### src/rtl/warp_thread_scoreboard.sv
// Per-thread busy scoreboard: marks issued threads busy, releases them after a
// fixed latency or on an explicit completion, and blocks double-booking at issue.
module warp_thread_scoreboard #(
    parameter int unsigned NUM_THREADS = 32,
    parameter int unsigned FIX_LAT     = 4
) (
    input  logic                     clk,
    input  logic                     rst_n,
    input  logic                     iss_valid,
    output logic                     iss_ready,
    input  logic [1:0]               iss_warp,
    input  logic [NUM_THREADS/4-1:0] iss_threads,
    input  logic                     iss_fixed,
    input  logic                     cmp_valid,
    input  logic [1:0]               cmp_warp,
    input  logic [NUM_THREADS/4-1:0] cmp_threads,
    input  logic                     flush,
    output logic [NUM_THREADS-1:0]   busy_threads,
    output logic                     idle,
    output logic                     cmp_err
);

    localparam int unsigned TPW  = NUM_THREADS / 4;
    localparam int unsigned LAST = FIX_LAT - 1;

    logic [NUM_THREADS-1:0] r_busy;
    logic [NUM_THREADS-1:0] r_fix_own;
    logic                   r_cmp_err;
    logic [FIX_LAT-1:0]     r_dl_v;
    logic [1:0]             r_dl_warp [FIX_LAT];
    logic [TPW-1:0]         r_dl_thr  [FIX_LAT];

    logic [TPW-1:0]         w_busy_w  [4];
    logic [TPW-1:0]         w_own_w   [4];
    logic [NUM_THREADS-1:0] w_iss_set;
    logic [NUM_THREADS-1:0] w_cmp_clr;
    logic [NUM_THREADS-1:0] w_fix_rel;
    logic [TPW-1:0]         w_cmp_ok;
    logic                   w_accept;
    logic                   w_cmp_bad;

    // Per-warp views; warp 0 occupies the most significant slice.
    for (genvar g = 0; g < 4; g++) begin : g_warp
        localparam int unsigned LO = TPW * (3 - g);
        assign w_busy_w[g] = r_busy[LO +: TPW];
        assign w_own_w[g]  = r_fix_own[LO +: TPW];
        assign w_iss_set[LO +: TPW] = (w_accept && iss_warp == 2'(g)) ? iss_threads : '0;
        assign w_cmp_clr[LO +: TPW] = (cmp_valid && !flush && cmp_warp == 2'(g))
                                      ? (cmp_threads & w_busy_w[g] & ~w_own_w[g]) : '0;
        assign w_fix_rel[LO +: TPW] = (r_dl_v[LAST] && r_dl_warp[LAST] == 2'(g))
                                      ? r_dl_thr[LAST] : '0;
    end

    // Ready compares against registered busy only, so set and clear never collide.
    assign iss_ready = ~flush & ~|(w_busy_w[iss_warp] & iss_threads);
    assign w_accept  = iss_valid & iss_ready;
    assign w_cmp_ok  = w_busy_w[cmp_warp] & ~w_own_w[cmp_warp];
    assign w_cmp_bad = cmp_valid & ~flush & |(cmp_threads & ~w_cmp_ok);

    always_ff @(posedge clk or negedge rst_n) begin
        if (!rst_n) begin
            r_busy    <= '0;
            r_fix_own <= '0;
            r_cmp_err <= 1'b0;
        end else if (flush) begin
            r_busy    <= '0;
            r_fix_own <= '0;
        end else begin
            r_busy    <= (r_busy & ~w_fix_rel & ~w_cmp_clr) | w_iss_set;
            r_fix_own <= (r_fix_own & ~w_fix_rel & ~w_iss_set)
                         | (iss_fixed ? w_iss_set : '0);
            if (w_cmp_bad) begin
                r_cmp_err <= 1'b1;
            end
        end
    end

    // Fixed-latency delay line; a zero-mask fixed op still occupies a slot.
    always_ff @(posedge clk or negedge rst_n) begin
        if (!rst_n) begin
            r_dl_v[0]    <= 1'b0;
            r_dl_warp[0] <= '0;
            r_dl_thr[0]  <= '0;
        end else begin
            r_dl_v[0]    <= w_accept & iss_fixed;
            r_dl_warp[0] <= iss_warp;
            r_dl_thr[0]  <= iss_threads;
        end
    end

    for (genvar s = 1; s < FIX_LAT; s++) begin : g_stage
        always_ff @(posedge clk or negedge rst_n) begin
            if (!rst_n) begin
                r_dl_v[s]    <= 1'b0;
                r_dl_warp[s] <= '0;
                r_dl_thr[s]  <= '0;
            end else begin
                r_dl_v[s]    <= r_dl_v[s-1] & ~flush;
                r_dl_warp[s] <= r_dl_warp[s-1];
                r_dl_thr[s]  <= r_dl_thr[s-1];
            end
        end
    end

    assign busy_threads = r_busy;
    assign cmp_err      = r_cmp_err;
    assign idle         = ~|r_busy & ~|r_dl_v;

endmodule

### config.mk
export PLATFORM = sky130hd
export DESIGN_NAME = warp_thread_scoreboard
export DESIGN_NICKNAME = d
export VERILOG_FILES = /design/src/rtl/warp_thread_scoreboard.sv
export SDC_FILE = /design/constraint.sdc
export NUM_CORES = 1
export LEC_CHECK = 0
export ABC_AREA = 1
export CORE_MARGIN = 2
export CORE_UTILIZATION = 57
export CTS_BUF_LIST = sky130_fd_sc_hd__clkbuf_16
export DETAILED_ROUTE_END_ITERATION = 8
export GPL_TIMING_DRIVEN = 0
export MAX_ROUTING_LAYER = met4
export PLACE_DENSITY_LB_ADDON = 0.1
export SYNTH_ARGS = -nofsm -noshare
export SYNTH_HDL_FRONTEND = slang
export SYNTH_SLANG_ARGS = --single-unit
### constraint.sdc
create_clock -name clk -period 2.3 [get_ports clk]
set_input_delay 0.575 -clock clk [delete_from_list [all_inputs] [get_ports clk]]
set_output_delay 0.575 -clock clk [all_outputs]
set_load 0.005 [all_outputs]
; ---- Word level (Yosys, flattened, before mapping)
; Cells that the tools add are included.
[classes]
eq_ne = 9
shifts = 0
n_mux = 24
bitwise_logic = 38
mul = 0
magnitude_cmp = 2
div_mod_pow = 0
addsub = 0
reduce_logical = 25
[ops]
columns = operator, n
row1 = 8-bit two-way mux, 18
row2 = 32-bit AND, 4
row3 = 32-bit two-way mux, 3
row4 = 32-bit inverter, 3
row5 = 8-bit AND, 11
row6 = 32-bit OR, 2
row7 = 8-bit binary-select mux with 2-bit select, 3
row8 = 8-bit inverter, 6
row9 = 32-bit OR reduction, 1
row10 = 8-bit OR reduction, 2
row11 = 1-bit logical AND, 13
row12 = "2-bit == test, second input constant", 6
row13 = 1-bit AND, 9
row14 = "2-bit by 1-bit == test with 1-bit output, second input constant", 3
row15 = "3-bit >= comparator, second input constant", 2
row16 = 2-bit zero test, 3
row17 = 2-bit inverter with 3-bit output, 2
row18 = 1-bit zero test, 4
row19 = 4-bit OR reduction, 1
row20 = 2-bit AND reduction, 1
row21 = 1-bit inverter, 1
[word_totals]
latch_bits = 0
mem_bits_ro = 0
ramBits = 0
input_bits = 26
register_bits = 109
n_memories = 0
wordCells = 113

; ---- Longest topological paths before layout
[logic_depth]
word_depth = 15
mapped_depth = 16
depth_no_buf = 13

; ---- Worst setup path before layout
; OpenSTA, ideal clock, no wires.
[synth_timing]
path_kind = in2out
start = input port iss_warp[0]
end = output port iss_ready
cell_stages = 10
arrival_ns = 1.516
setup_slack_ns = 0.209
t_required_ns = 1.725
cell_sequence = clkbuf_2 > inv_2 > buf_6 > nand2_1 > nand2_1 > nand2_1 > nand3_1 > nand2_1 > nand2_1 > nor4_1
[synth_via]
elab_chain_len = 8
[synth_rtl]
columns = element, line_no
row1 = start: declaration, 11  ; input logic [1:0] iss_warp,
row2 = 2-bit inverter with 3-bit output (implied by the code), 55  ; assign iss_ready = ~flush & ~|(w_busy_w[iss_warp] & iss_threads);
row3 = 8-bit binary-select mux with 2-bit select, 55
row4 = 8-bit two-way mux (implied by the code) (2 in series), 55
row5 = 8-bit AND, 55
row6 = 8-bit OR reduction, 55
row7 = 1-bit zero test, 55
row8 = 1-bit AND, 55
row9 = end: declaration, 10  ; output logic iss_ready,
; No other way between the ends. The select of a mux whose other input is x is not followed.

; ---- Final worst setup path
[layout_timing]
start = input port iss_threads[6]
end = output port iss_ready
[layout_via]
elab_chain_len = 4
[layout_rtl]
columns = element, line_no
row1 = start: declaration, 12  ; input logic [NUM_THREADS/4-1:0] iss_threads,
row2 = 8-bit AND, 55
row3 = 8-bit OR reduction, 55
row4 = 1-bit zero test, 55
row5 = 1-bit AND, 55
; No other way between the ends.

==> impl_metrics.env <==
export IMPL_status="finished, violations left"
export IMPL_violations="negative setup slack"
export IMPL_hpwlAfterDp_mm=13.3
export IMPL_cts_buffers=9
export IMPL_period_share=1.08
export IMPL_yosysSeqAreaShare=0.490
export IMPL_worstReg2RegStart="busy_threads[30]"
export IMPL_setup_viol=2
export IMPL_ys_ff_latch=109
export IMPL_finalInstanceArea_um2=7180
export IMPL_grt_antenna_before_repair=0
export IMPL_gr_total_overflow=0
export IMPL_fin_nets=871
export IMPL_cts_tree="yes"
export IMPL_io_pins=61
export IMPL_reg2reg_slack_ns=0.07
export IMPL_drt_wirelength_per_cell_um=21.4
export IMPL_setup_slack_ns=-0.175
export IMPL_worstSetupEndpointType="output pin"
export IMPL_synth_area_leaders="dfrtp_1 (49%), nand2_1 (15%), a21oi_1 (7.4%)"
export IMPL_via_count=6049
export IMPL_hold_viol=0
export IMPL_clock_sinks=109
export IMPL_p_total_mw=4.19
export IMPL_core_um2=9640
export IMPL_critPathArrivalTime_ns=1.90
export IMPL_port_buffers=59
export IMPL_crit_fanout=5
export IMPL_holdCritPathClass="in -> async"
export IMPL_yosys_warnings=0
export IMPL_r2r_cells=13
export IMPL_max_clock_freq_mhz=404
export IMPL_die_x_um=103
export IMPL_drt_wl_total_mm=21.1
export IMPL_path_clk_slew_ns=0.07
export IMPL_drc=0
export IMPL_syn_inst=742
export IMPL_cts_root_buf="clkbuf_16"
export IMPL_r2r_end="r_fix_own[6]"
export IMPL_p_leak_nw=3.28
export IMPL_synth_top_area_cell="dfrtp_1"
export IMPL_drive_gt1_frac=0.161
export IMPL_gp_congestion=1.06
export IMPL_synth_cell_types=25
export IMPL_netlist_area_um2=5570
export IMPL_diodes=0
export IMPL_initial_core_util=0.577
export IMPL_drtIter0Drc=886
export IMPL_grt_pass1_vias=5301
export IMPL_required_ns=1.73
export IMPL_clkLatencyLatePin_ns=0.36
export IMPL_area_growth_pct=29.1
export IMPL_grt_max_degree=58
export IMPL_maxSlewViolCount=0
export IMPL_synth_nets=768
export IMPL_die_h_um=103
export IMPL_die_area_um2=10600
export IMPL_synth_top_cell_area_share=0.490
export IMPL_slew_headroom=0.293
export IMPL_placementRows=36
export IMPL_gr_usage_all_layers=0.415
export IMPL_grt_pass1_wl_mm=30.4
export IMPL_holdWs_ns=0.261
export IMPL_dr_pass1_iters=6
export IMPL_worst_pin_slew_ns=1.06
export IMPL_critPathKind="in -> out"
export IMPL_p_per_area_nw_per_um2=583
export IMPL_clockBufferDepth=2
export IMPL_clock_skew_ns=0.00742
export IMPL_htreeDepth=3
export IMPL_drv_cap=0
export IMPL_rsz0062_at_grt="true"
export IMPL_syn_area_per_cell_um2=7.50
export IMPL_ir_worst_vdd_mv=0.535
export IMPL_fin_crit_ns=2.48
export IMPL_placed_cell_area_um2=6360
export IMPL_fin_setup_tns_ns=-0.177
export IMPL_start_kind="input pin"
export IMPL_ant_nets=0
export IMPL_avgViaCountPerCell=6.15
[critical path: stages]
cell and delay [ns]:
clkdlybuf4s50_1 0.54, nand2_1 0.16, nand2_2 0.09, nor4_4 0.35, buf_2 0.17
[cell families after synthesis]
logic type | Yosys count | share of synthesized area
AO/OA/AOI/OAI | 119 | 0.116
buffers and inverters | 112 | 0.0888
flip-flops | 109 | 0.490
AND/OR/NAND/NOR | 402 | 0.305
[cell type report]
cell class	count	area, µm²
fill	772	2450
inverter	75	293
multi-input combinational	521	2570
sequential	109	2750
clock inverter	7	71.3
clock buffer	9	225
buffer	35	236
timing repair buffer	94	865
tap	133	166
[placed cells by master (no fill, tap or decap), drive strengths merged]
cell	count
bufinv	1
nand3	68
clkdlybuf4s50	49
nor4	9
clkinvlp	1
clkinv	4
a31oi	16
nor2	84
nor3	13
inv	76
buf	57
nand2	221
dlymetal6s2s	2
dfrtp	109
a22oi	4
o21ai	3
o2111ai	1
a21oi	82
nand4	7
dlygate4sd2	3
o22ai	13
clkbuf	27
[flip-flops by register name, summed over array words and instances, names as in the netlist]
name          cells
r_dl_warp         8
busy_threads     32
cmp_err           1
r_dl_thr         32
r_fix_own        32
r_dl_v            4
[metal layers]
metal / global-route usage / share of wire / up-vias
met3: 0.118 / 0.15 / 90
met4: 0.183 / 0.044 / 0
met5: - / 0 / -
met2: 0.581 / 0.44 / 526
met1: 0.562 / 0.37 / 2811
li1: - / - / 2622
[worst max path at each step]
stage	start	slack, ns	cells past startpoint	endpoint
finish	iss_threads[6]	-0.18	5	iss_ready
detailed placement	iss_warp[0]	-1.18	12	iss_ready
global route	busy_threads[16]	-0.19	9	iss_ready
CTS	iss_warp[0]	-0.12	11	iss_ready
global placement	rst_n	-3.34	1	r_dl_thr[21]
floorplan	iss_warp[0]	0.21	10	iss_ready
[per-stage QoR]
stage                     std cells  worst slack [ns]  utilization
after global placement          934             -3.34        0.656
after detailed placement        935             -1.18        0.660
after floorplan                 742             0.209            -
final                           983            -0.175        0.745
after CTS                       967            -0.120        0.730
after global routing            983            -0.187        0.745
[Yosys cell counts (all sizes together)]
cell type,n
nand2,221
dfrtp,109
nor2,84
a21oi,82
inv,74
nand3,68
clkbuf,22
a31oi,16
buf,15
nor3,13
o22ai,13
nor4,9
nand4,7
a22oi,4
o21ai,3
clkinv,1
o2111ai,1
[what timing repair did]
item | in CTS | in global routing
setup buffers | 15 | 17
setup endpoints to repair | 67 | 57
gates resized for setup | 90 | 27
gates cloned | 2 | 0
pin swaps | 11 | 19
hold buffers | 0 | 0
[where the power goes]
| group | leakage [nW] | internal (mW) | switching (mW) |
|---|---|---|---|
| registers | 1.38 | 1.98 | 0.0566 |
| clock network | 0.150 | 0.850 | 0.733 |
| logic | 1.74 | 0.203 | 0.366 |
(Power assumes the default switching activity.)
